**config.mk**
```make
export PLATFORM = sky130hd
export DESIGN_NAME = decode_stage_flat
export DESIGN_NICKNAME = d
export VERILOG_FILES = /design/src/rtl/decode_stage_if.sv /design/src/rtl/decode_stage.sv /design/src/flat_wrapper.sv
export SDC_FILE = /design/constraint.sdc
export NUM_CORES = 1
export LEC_CHECK = 0
export BUFFER_PORTS_ARGS = -buffer_cell sky130_fd_sc_hd__buf_2
export CAP_MARGIN = 20
export CORE_MARGIN = 4
export CORE_UTILIZATION = 54
export DETAILED_ROUTE_END_ITERATION = 6
export GPL_TIMING_DRIVEN = 0
export HOLD_SLACK_MARGIN = 0.1
export PLACE_DENSITY = 0.92
export SLEW_MARGIN = 20
export SYNTH_ARGS = -nofsm -noshare
export SYNTH_HDL_FRONTEND = slang
export SYNTH_SLANG_ARGS = --single-unit
```
**constraint.sdc**
```tcl
create_clock -name clk -period 4.1 [get_ports clk]
set_input_delay 0 -clock clk [delete_from_list [all_inputs] [get_ports clk]]
set_output_delay 0 -clock clk [all_outputs]
set_load 0.03 [all_outputs]
```
**src/rtl/decode_stage_if.sv**
```systemverilog
// Fetch-to-decode and decode-to-execute signal bundle for the WISC decode stage.
// The slave modport is the decode stage's view; master is the surrounding pipeline.
interface decode_stage_if;
   logic [15:0] instr_i;
   logic        in_valid;
   logic        in_ready;
   logic        flush;
   logic        out_valid;
   logic        out_ready;
   logic [15:0] instr_o;
   logic [3:0]  rd_addr;
   logic [3:0]  p0_addr;
   logic [3:0]  p1_addr;
   logic [7:0]  imm;
   logic        src_sel;
   logic [2:0]  alu_op;
   logic        we_rf;
   logic        mem_re;
   logic        mem_we;
   logic        ctrl;
   logic        halt;

   modport slave (
      input  instr_i, in_valid, flush, out_ready,
      output in_ready, out_valid, instr_o, rd_addr, p0_addr, p1_addr, imm,
             src_sel, alu_op, we_rf, mem_re, mem_we, ctrl, halt
   );

   modport master (
      output instr_i, in_valid, flush, out_ready,
      input  in_ready, out_valid, instr_o, rd_addr, p0_addr, p1_addr, imm,
             src_sel, alu_op, we_rf, mem_re, mem_we, ctrl, halt
   );
endinterface

```
**src/rtl/decode_stage.sv**
```systemverilog
// WISC decode stage: one register slice between fetch and execute that decodes
// the 16-bit instruction into register addresses, immediate and control strobes.
// Halt is sticky once an HLT is accepted; flush kills held and incoming work.
module decode_stage (
   input  logic           clk,
   input  logic           rst_n,
   decode_stage_if.slave  bus
);

   typedef struct packed {
      logic [15:0] instr;
      logic [3:0]  rd;
      logic [3:0]  p0;
      logic [3:0]  p1;
      logic [7:0]  imm;
      logic        src_sel;
      logic [2:0]  alu_op;
      logic        we_rf;
      logic        mem_re;
      logic        mem_we;
      logic        ctrl;
   } fields_t;

   fields_t    dec;
   fields_t    fields_q, fields_d;
   logic       out_valid_q, out_valid_d;
   logic       halted_q, halted_d;
   logic       accept;
   logic [3:0] opcode;

   // Sign-extend the 4-bit LW/SW offset to the 8-bit immediate.
   function automatic logic [7:0] sext4(input logic [3:0] v);
      return {{4{v[3]}}, v};
   endfunction

   assign opcode = bus.instr_i[15:12];

   // Ready is forced low while in reset so nothing is offered as accepted.
   assign bus.in_ready = rst_n && !halted_q && !bus.flush && (!out_valid_q || bus.out_ready);
   assign accept       = bus.in_valid && bus.in_ready;

   // Decode the incoming instruction; unlisted control fields stay 0.
   always_comb begin
      dec        = '0;
      dec.instr  = bus.instr_i;
      dec.rd     = bus.instr_i[11:8];
      dec.p0     = bus.instr_i[7:4];
      dec.p1     = bus.instr_i[3:0];
      dec.alu_op = opcode[3] ? 3'b000 : opcode[2:0];
      case (opcode)
         4'h0, 4'h1, 4'h2, 4'h3, 4'h4: begin
            dec.src_sel = 1'b1;
            dec.we_rf   = 1'b1;
         end
         4'h5, 4'h6, 4'h7: begin
            dec.imm   = {4'b0000, bus.instr_i[3:0]};
            dec.we_rf = 1'b1;
         end
         4'h8: begin
            dec.imm    = sext4(bus.instr_i[3:0]);
            dec.mem_re = 1'b1;
            dec.we_rf  = 1'b1;
         end
         4'h9: begin
            // Store data register is encoded in the rd slot.
            dec.imm    = sext4(bus.instr_i[3:0]);
            dec.p1     = bus.instr_i[11:8];
            dec.mem_we = 1'b1;
         end
         4'hA: begin
            // LHB reads the destination so execute can keep its low byte.
            dec.p0    = bus.instr_i[11:8];
            dec.imm   = bus.instr_i[7:0];
            dec.we_rf = 1'b1;
         end
         4'hB: begin
            dec.imm   = bus.instr_i[7:0];
            dec.we_rf = 1'b1;
         end
         4'hC, 4'hE: begin
            dec.ctrl    = 1'b1;
            dec.src_sel = 1'b1;
         end
         4'hD: begin
            // JAL links into R15.
            dec.ctrl  = 1'b1;
            dec.we_rf = 1'b1;
            dec.rd    = 4'hF;
         end
         default: ;
      endcase
   end

   // Next-state for the output slice: flush wins, then accept, then drain.
   always_comb begin
      fields_d    = accept ? dec : fields_q;
      out_valid_d = out_valid_q;
      if (bus.flush)
         out_valid_d = 1'b0;
      else if (accept)
         out_valid_d = 1'b1;
      else if (bus.out_ready)
         out_valid_d = 1'b0;
      halted_d = halted_q || (accept && (opcode == 4'hF));
   end

   // State registers; reset clears everything immediately, even mid-stall.
   always_ff @(posedge clk or negedge rst_n) begin
      if (!rst_n) begin
         fields_q    <= '0;
         out_valid_q <= 1'b0;
         halted_q    <= 1'b0;
      end else begin
         fields_q    <= fields_d;
         out_valid_q <= out_valid_d;
         halted_q    <= halted_d;
      end
   end

   assign bus.out_valid = out_valid_q;
   assign bus.halt      = halted_q;
   assign bus.instr_o   = fields_q.instr;
   assign bus.rd_addr   = fields_q.rd;
   assign bus.p0_addr   = fields_q.p0;
   assign bus.p1_addr   = fields_q.p1;
   assign bus.imm       = fields_q.imm;
   assign bus.src_sel   = fields_q.src_sel;
   assign bus.alu_op    = fields_q.alu_op;
   assign bus.we_rf     = fields_q.we_rf;
   assign bus.mem_re    = fields_q.mem_re;
   assign bus.mem_we    = fields_q.mem_we;
   assign bus.ctrl      = fields_q.ctrl;

endmodule

```
**src/flat_wrapper.sv**
```systemverilog
// flat-port wrapper written by rule: the top's interface ports become plain ports
module decode_stage_flat 
  (clk, rst_n, bus_instr_i, bus_in_valid, bus_flush, bus_out_ready, bus_in_ready, bus_out_valid, bus_instr_o, bus_rd_addr, bus_p0_addr, bus_p1_addr, bus_imm, bus_src_sel, bus_alu_op, bus_we_rf, bus_mem_re, bus_mem_we, bus_ctrl, bus_halt);
  decode_stage_if bus_i ();
  input  logic clk;
  input  logic rst_n;
  input wire logic [$bits(bus_i.instr_i)-1:0] bus_instr_i;
  input wire logic [$bits(bus_i.in_valid)-1:0] bus_in_valid;
  input wire logic [$bits(bus_i.flush)-1:0] bus_flush;
  input wire logic [$bits(bus_i.out_ready)-1:0] bus_out_ready;
  output wire logic [$bits(bus_i.in_ready)-1:0] bus_in_ready;
  output wire logic [$bits(bus_i.out_valid)-1:0] bus_out_valid;
  output wire logic [$bits(bus_i.instr_o)-1:0] bus_instr_o;
  output wire logic [$bits(bus_i.rd_addr)-1:0] bus_rd_addr;
  output wire logic [$bits(bus_i.p0_addr)-1:0] bus_p0_addr;
  output wire logic [$bits(bus_i.p1_addr)-1:0] bus_p1_addr;
  output wire logic [$bits(bus_i.imm)-1:0] bus_imm;
  output wire logic [$bits(bus_i.src_sel)-1:0] bus_src_sel;
  output wire logic [$bits(bus_i.alu_op)-1:0] bus_alu_op;
  output wire logic [$bits(bus_i.we_rf)-1:0] bus_we_rf;
  output wire logic [$bits(bus_i.mem_re)-1:0] bus_mem_re;
  output wire logic [$bits(bus_i.mem_we)-1:0] bus_mem_we;
  output wire logic [$bits(bus_i.ctrl)-1:0] bus_ctrl;
  output wire logic [$bits(bus_i.halt)-1:0] bus_halt;
  assign bus_i.instr_i = bus_instr_i;
  assign bus_i.in_valid = bus_in_valid;
  assign bus_i.flush = bus_flush;
  assign bus_i.out_ready = bus_out_ready;
  assign bus_in_ready = bus_i.in_ready;
  assign bus_out_valid = bus_i.out_valid;
  assign bus_instr_o = bus_i.instr_o;
  assign bus_rd_addr = bus_i.rd_addr;
  assign bus_p0_addr = bus_i.p0_addr;
  assign bus_p1_addr = bus_i.p1_addr;
  assign bus_imm = bus_i.imm;
  assign bus_src_sel = bus_i.src_sel;
  assign bus_alu_op = bus_i.alu_op;
  assign bus_we_rf = bus_i.we_rf;
  assign bus_mem_re = bus_i.mem_re;
  assign bus_mem_we = bus_i.mem_we;
  assign bus_ctrl = bus_i.ctrl;
  assign bus_halt = bus_i.halt;
  decode_stage u_core (.clk(clk), .rst_n(rst_n), .bus(bus_i));
endmodule
```
-- Yosys cells after proc, flatten, opt, wreduce, memory -nomap -nowiden
Cells that the tools add are included.
W data, S select, Z words.
- flip-flop bits (word level): 46
- input bits: 21
- output and inout port bits: 47
- logic and storage cells: 59
- equality and inequality tests: 15
- mux-type cells: 13
- reduce and logical (&&, ||, !) cells: 18
- operators by type and width (operator ; number):
    $eq A4 B4 Y1 const B ; 8
    $pmux W8 S3 ; 1
    $eq A4 B3 Y1 const B ; 4
    $mux W4 ; 3
    $reduce_or A12 Y1 ; 1
    $eq A4 B2 Y1 const B ; 2
    $mux W1 ; 8
    $reduce_or A7 Y1 ; 1
    $reduce_or A3 Y1 ; 2
    $logic_and A1 B1 Y1 ; 5
    $eq A4 B1 Y1 const B ; 1
    $logic_not A4 Y1 ; 1
    $reduce_or A2 Y1 ; 2
    $logic_not A1 Y1 ; 3
    $mux W3 ; 1
    $reduce_bool A3 Y1 ; 1
    $logic_or A1 B1 Y1 ; 2

-- Depth between registers and ports, before layout
Gate-level depths: netlist of the first run.
- word-level depth: 7
- gate-level depth with buffers: 5
- mapped depth without buffers: 3

-- Worst setup path after synthesis of the first run
OpenSTA, ideal clock, no wires.
- path type: reg-to-reg
- from: reg u_core.out_valid_q (netlist: u_core.bus.out_valid)
- to: reg u_core.fields_q, in the netlist u_core.bus.p0_addr[1]
- setup time: 125 ps
- data arrival time: 1631 ps
- data required time: 3975 ps
- slack: 2345 ps
- stages on the path, launching flop included: 6
- path buffers: 2
- period minus slack after synthesis: 1755 ps
- cell sequence: dfrtp_1 -> nor2b_4 -> buf_6 -> nor4_4 -> buf_6 -> mux2_2
- cells in the longest elaborated chain, start to end: 4
- ends and longest elaborated chain (element ; line ; RTL):
    start, declared ; decode_stage.sv:26 ; logic out_valid_q, out_valid_d;
    start signal, assigned ; decode_stage.sv:115 ; out_valid_q <= out_valid_d;
    $logic_not A1 Y1 ; decode_stage.sv:39 ; assign bus.in_ready = rst_n && !halted_q && !bus.flush && (!out_valid_q || bus.out_ready);
    $logic_or A1 B1 Y1 ; decode_stage.sv:39 ;
    $logic_and A1 B1 Y1 ; decode_stage.sv:39 ;
    $logic_and A1 B1 Y1 ; decode_stage.sv:40 ; assign accept = bus.in_valid && bus.in_ready;
    end signal, assigned ; decode_stage.sv:114 ; fields_q <= fields_d;
    end, declared ; decode_stage.sv:25 ; fields_t fields_q, fields_d;
Every way passes these cells.
A chain may end at the register's enable or synchronous reset.

-- Final worst setup path of the first run
- from: in rst_n
- to: reg u_core.fields_q, in the netlist u_core.bus.p1_addr[2]
- cells in the longest elaborated chain, start to end: 4
- ends and longest elaborated chain (element ; line ; RTL):
    start, declared ; flat_wrapper.sv:6 ; input logic rst_n;
    $logic_and A1 B1 Y1 (3 in a row) ; decode_stage.sv:39 ;
    $logic_and A1 B1 Y1 ; decode_stage.sv:40 ;
Every way passes these cells.

==> results of run 1 <==
logic make-up (layout without fill, tap and decap cells):
| family | Yosys count | count (layout) |
|---|---|---|
| xor+xnor | 1 | 1 |
| buf+inv | 20 | 110 |
| mux | 46 | 46 |
| compound gates | 21 | 21 |
| flops | 46 | 46 |
| simple gates | 29 | 29 |
layout make-up:
type / count / area [um2] / share of cell area
repair buffers: 82 / 498.0 / 0.1793
well taps: 48 / 60.06 / 0.02162
plain buffers: 10 / 71.32 / 0.02568
multi-input cells: 97 / 868.3 / 0.3126
flip-flops and latches: 46 / 1151 / 0.4144
clock inverters: 1 / 5.005 / 0.001802
inverters: 10 / 37.54 / 0.01351
clock buffers: 7 / 86.33 / 0.03108
sequential cells by signal, indices dropped and copies added, names as in the netlist:
register	cells
u_core.bus.instr_o	16
u_core.bus.imm	8
u_core.bus.p0_addr	4
u_core.bus.p1_addr	4
u_core.bus.rd_addr	4
u_core.bus.alu_op	3
u_core.bus.ctrl	1
u_core.bus.halt	1
u_core.bus.mem_re	1
u_core.bus.mem_we	1
u_core.bus.out_valid	1
u_core.bus.src_sel	1
u_core.bus.we_rf	1
Yosys cell counts (2+ instances only):
master	count
o41ai_1	5
buf_4	2
inv_1	10
mux2_2	39
o31ai_1	5
mux2i_1	4
mux2_1	3
nand4_1	2
buf_6	3
buf_2	3
and4bb_1	2
dfrtp_1	46
a21oi_1	6
nor2b_1	5
clkbuf_1	2
nand2_1	5
nor2_1	5
nand2b_1	3
how the worst max path moves through the flow:
stage,end,startpoint
6_report,u_core.bus.p1_addr[2],rst_n
5_1_grt,u_core.bus.p1_addr[2],rst_n
4_1_cts,u_core.bus.imm[7],rst_n
3_5_place_dp,u_core.bus.p0_addr[1],rst_n
3_3_place_gp,u_core.bus.p1_addr[2],rst_n
2_1_floorplan,u_core.bus.p0_addr[1],u_core.bus.out_valid
power by group:
part,internal [uW],total [uW],switching [uW]
sequential,540,584,44.2
combinational,160,455,296
clock,136,283,147
total,836,1320,486
routing by layer:
layer  up-vias  GRT usage  wire (um)
met5         -          0          0
met4         0    0.05010         52
met3         5    0.07102        324
met2        55     0.3502       2494
met1       783     0.2576       2073
li1        755          -          -
through the flow:
| step | power [uW] | area [um2] | utilization | cells | setup WS, ns |
|---|---|---|---|---|---|
| detailed placement | 1037 | 2514 | 0.6715 | 276 | 1.823 |
| floorplan | 890.3 | 2128 | - | 163 | 2.345 |
| finish | 1322 | 2778 | 0.7420 | 301 | 1.952 |
| global placement | 1023 | 2514 | 0.6715 | 276 | 1.858 |
| CTS | 1330 | 2775 | 0.7413 | 301 | 1.587 |
| global route | 1392 | 2778 | 0.7420 | 301 | 1.804 |
timing repair:
action	CTS	global route
setup buffers	0	0
hold buffers	17	0
hold endpoints to repair	75	0
cell usage in the layout (no fill, tap or decap), drive strengths merged, types with 2 or more instances in the layout:
master	n
and4bb	2
dfrtp	46
o31ai	5
nand2	5
inv	10
a21oi	6
clkbuf	9
o41ai	5
nor2b	6
nand2b	3
nand4	2
buf	73
nor2	5
mux2i	4
or2b	2
mux2	42
dlygate4sd3	17
worst min-delay path, cell delays in order:
cell and delay, ns:
buf_2 0.08, buf_4 0.15, mux2_2 0.15
==> impl_metrics.ini, run 1 <==
[routing]
dr.pass1.iters = 4
drc = 0
drtAntennaViolNets = 0
vias = 1598
drt_wl_total_um = 4944
vias_per_cell = 5.309
drt_iter0_markers = 69
wl_per_cell_um = 16.43

[floorplanning]
core_area_um2 = 3744
start_util = 0.5685
die_w_um = 70.78
die-area_um2 = 5010
ioPinCount = 68
die_height_um = 70.78
row_count = 22

[critical_path]
ff2ff_setup_slack_ns = 2.33
critPathSlowestCell = dlygate4sd3_1
cp_max_fo = 48
cpPeakStageDelay_ns = 0.53
reg2reg_from = u_core.bus.halt
crit_chain = dlygate4sd3_1, buf_4, or2b_4, nor4_4, buf_6, mux2_2
crit_path_start_kind = input port
r2r-end = u_core.bus.p1_addr[2]
reg2reg_depth = 4
critPathBufInv = 3
crit_family = buffers and inverters
critPathCaptureType = flip-flop
worstPathArrival_ns = 2.33
cp.required_ns = 4.29
crit_type = input port to flip-flop
worst-path-stages = 6

[hold_path]
hp-class = input port to flip-flop
hold_start = bus_instr_i[14]
min_path_cells = 3
min_to = u_core.bus.instr_o[14]

[synth]
netlist_area_um2 = 2128
yosysSeqAreaShare = 0.5409
synth_top_area_cell = dfrtp_1
synth.avg_cell_area_um2 = 13.06
synth_adder_area_share = 0
synth_edf_count = 0
synthMuxAreaShare = 0.2410
synth_ff_type = dfrtp_1
yosys.area_share.simple = 0.09406
yosys.cell_types.count = 31
synth_top_family_by_area = multiplexers
synth-xor-area-share = 0.004115
synthesis.nets = 184
yosysWarnings = 0
synth-compound-area-share = 0.06878
synth-seq-cells = 46
synth_area_leaders = dfrtp_1, mux2_2, o41ai_1
synth_top_area_frac = 0.5409
syn_inst = 163
synth-async-reset-ratio = 1.000

[global_routing]
grt_usage = 0.2077
grt_max_degree = 49
grt_pass1_wl_um = 8162
gr-total-overflow = 0
grt_pass1_vias = 1664
antenna_found_initial = 0

[sta]
rsz0062_at_grt = false
max_freq_mhz = 465.6
fin_tns_setup_ns = 0
finalCriticalPeriod_ns = 2.148
setup_viol = 0
hold_ws_ns = 0.1230
tightest_slew_ns = 0.5794
finalCritPeriodShare = 0.5238
drv_slew = 0
relSlewSlack = 0.6137
fin_skew_ns = 0.004148
final_hold_viol_count = 0

[cts]
cts_resized = 0
cts.htree.levels = 2
cts_buffers = 5
clk_pin_slew_ns = 0.08
cts_buffer_depth = 2
clk_latency_ns = 0.30
cts.sinks = 46
cts_tree = built
clock-root-buffer = clkbuf_8

[cells_and_area]
fillCellCount = 280
nets = 273
synthToLayoutAreaGrowth_pct = 30.51
drive_above_1_share = 0.4862
antennaDiodeCount = 0

[placed_design]
hpwlAfterDp_um = 3506
port_buffers = 65
finalWeightedCongestion = 0.8055

[run]
drv_cap = 0

[pwr]
ir_worst_vdd_uv = 380.7
p_leak_uw = 0.001354
powerDensity_nw_per_um2 = 476.1

[outcome]
status = finished, final reports clean
(Power assumes the default switching activity.)
==> run 2: changes to the inputs <==
--- a/config.mk
+++ b/config.mk
@@ -5,14 +5,15 @@
 export SDC_FILE = /design/constraint.sdc
 export NUM_CORES = 1
 export LEC_CHECK = 0
+export ABC_AREA = 1
 export BUFFER_PORTS_ARGS = -buffer_cell sky130_fd_sc_hd__buf_2
 export CAP_MARGIN = 20
 export CORE_MARGIN = 4
-export CORE_UTILIZATION = 54
+export CORE_UTILIZATION = 45
 export DETAILED_ROUTE_END_ITERATION = 6
 export GPL_TIMING_DRIVEN = 0
 export HOLD_SLACK_MARGIN = 0.1
-export PLACE_DENSITY = 0.92
+export PLACE_DENSITY = 0.83
 export SLEW_MARGIN = 20
 export SYNTH_ARGS = -nofsm -noshare
 export SYNTH_HDL_FRONTEND = slang
==> constraint.sdc (replaced) <==
create_clock -name clk -period 1.8 [get_ports clk]
set_input_delay 0 -clock clk [delete_from_list [all_inputs] [get_ports clk]]
set_output_delay 0 -clock clk [all_outputs]
set_load 0.03 [all_outputs]
==> run 2 against run 1 <==
Against the previous run: the flow now finishes with violations (hold timing); wire length increased by 14%; clock power is 130% higher; hold slack worse by 0.42 ns; global-route usage grew 0.63 points; synthesized cell count is 53% higher; die area is 14% higher; first-iteration DRC count increased by 150%; count of clock-buffer cells in the layout unchanged; core utilization shrank 12 points; cell area is 1.7% lower; largest power group unchanged.
==> impl_metrics.ini, run 2 <==
[sta]
relSlewSlack = 0.6016
fin_skew_ns = 0.003468
rsz0062_at_grt = false
tightest_slew_ns = 0.5976
drv_slew = 0
max_freq_mhz = 718.3
setup_viol = 0
finalCriticalPeriod_ns = 1.392
postLayoutSetupSlackWorst_ns = 0.4077
hold_ws_ns = -0.2940
final_hold_viol_count = 46
finalCritPeriodShare = 0.7735

[cts]
clk_latency_ns = 0.30
post-cts-setup-buffers = 0
cts_tree = built
clk_pin_slew_ns = 0.08
clock-root-buffer = clkbuf_8
cts_buffer_depth = 2
cts.htree.levels = 2
cts_buffers = 5
cts_hold_buf = 19
cts.sinks = 46
cts_resized = 0

[routing]
wl_met3_um = 373
highest_layer = met4
drtAntennaViolNets = 0
vias_per_cell = 5.040
wl_met1_um = 2457
route.met2.wl_um = 2573
dr.pass1.iters = 5
drt_wl_total_um = 5620
drc = 0
drt_iter0_markers = 172
wl_per_cell_um = 14.19
vias = 1996

[floorplanning]
core_area_um2 = 4384
die-area_um2 = 5692
die_w_um = 75.45
die_height_um = 75.45
row_count = 24
ioPinCount = 68
start_util = 0.4669

[critical_path]
r2r-end = u_core.bus.instr_o[9]
critPathCaptureType = flip-flop
reg2reg_from = u_core.bus.halt
crit_type = flip-flop to flip-flop
ff2ff_setup_slack_ns = 0.41
critPathLaunch = u_core.bus.halt
reg2reg_depth = 7
worstPathArrival_ns = 1.64
cp.required_ns = 2.05
endpoint = u_core.bus.instr_o[9]
crit_path_start_kind = flip-flop
cp_max_fo = 10

[cells_and_area]
synthToLayoutAreaGrowth_pct = 33.44
nets = 364
drive_above_1_share = 0.2820
largest_reg_flops = 16
final_common_cell = nand2_1
post-route-util = 0.6230
mostFrequentLayoutCells = nand2_1, buf_2, dfrtp_1
antennaDiodeCount = 0

[global_routing]
antenna_found_initial = 0
grt_usage = 0.2140
grt_pass1_wl_um = 9018
grt_max_degree = 49
gr-total-overflow = 0
grt_pass1_vias = 1920

[hold_path]
hp-class = input port to asynchronous set/reset pin

[pwr]
ir_worst_vdd_uv = 418.3
power_uw = 1829
powerDensity_nw_per_um2 = 669.7
p_leak_uw = 0.001646

[synth]
synth_ff_type = dfrtp_1
synth_top_area_frac = 0.5623
netlist_area_um2 = 2047
syn_inst = 250
synth.avg_cell_area_um2 = 8.188
yosysWarnings = 0
synth-async-reset-ratio = 1.000
yosys.cell_types.count = 21
synth-seq-cells = 46
post-synth-top-count-cell = nand2_1
ys_top_cells_by_count = nand2_1, dfrtp_1, o21ai_0
synth_edf_count = 0
synthesis.nets = 271
synth_top_area_cell = dfrtp_1
yosysSeqAreaShare = 0.5623
synth_area_leaders = dfrtp_1, nand2_1, o21ai_0

[run]
drv_cap = 0

[outcome]
status = finished, violations left
failed_checks = hold timing

[placed_design]
port_buffers = 67
place_ws_ns = -0.03499
finalWeightedCongestion = 0.8355
hpwlAfterDp_um = 3939
## run 2: cell types whose count changed in the layout (fill, tap and decap cells not counted), moves of 5 or more
cell     previous run  this run
inv_1              10         5
a21oi_1             6         1
nand3_1             0        12
o41ai_1             5         0
nor2b_1             5         0
mux2_2             39         0
o21ai_0             1        17
o31ai_1             5         0
nand2_1             5       130
nor2_1              5        11
## run 2: where the power goes
group          switching, uW  internal, uW  total, uW
Combinational           91.9          61.0        153
Sequential                 0          1030       1030
Clock                    334           310        644
Total                    426          1400       1830
## run 2: layer usage
layer	vias to the layer above	track usage
met4	0	0.1165
met3	20	0.04881
met1	918	0.2809
met5	-	0
li1	966	-
met2	92	0.3298
## run 2: per-stage QoR
step / hold slack [ns] / instances / instance area (um2) / TNS (ns)
6_report: -0.2940 / 396 / 2731 / 0
5_1_grt: -0.2451 / 396 / 2731 / 0
4_1_cts: -0.08202 / 396 / 2729 / 0
3_5_place_dp: 0.2304 / 369 / 2447 / -0.2575
3_3_place_gp: 0.2242 / 369 / 2447 / 0
2_1_floorplan: -0.2956 / 250 / 2047 / 0
## run 2: critical path: stages, from the launching register on
cell	delay, ns
dfrtp_1	0.38
clkinv_1	0.10
nand3b_4	0.10
nor3_2	0.20
buf_4	0.21
buf_4	0.19
nand2_1	0.09
nand2_1	0.06
## run 2: layout make-up
class / instances / area, um2
plain buffers: 9 / 62.56
clock buffers: 7 / 86.33
clock inverters: 1 / 5.005
fillers: 369 / 1653
inverters: 10 / 37.54
multi-input cells: 185 / 795.8
flip-flops and latches: 46 / 1151
well taps: 52 / 65.06
repair buffers: 86 / 528.0
## run 2: kinds of logic after synthesis
kind of cell	share of synthesized area
compound gates	0.04645
xor+xnor	0.004280
buf+inv	0.04889
flops	0.5623
simple gates	0.3380
## run 2: how the worst min path moves through the flow
stage / startpoint / slack (ns) / depth (start not counted) / endpoint
global route: rst_n / -0.25 / 1 / u_core.bus.instr_o[4]
detailed placement: bus_flush / 0.23 / 2 / u_core.bus.out_valid
global placement: bus_flush / 0.22 / 2 / u_core.bus.out_valid
floorplan: rst_n / -0.30 / 0 / u_core.bus.alu_op[0]
CTS: rst_n / -0.08 / 1 / u_core.bus.alu_op[1]
finish: rst_n / -0.29 / 1 / u_core.bus.alu_op[1]
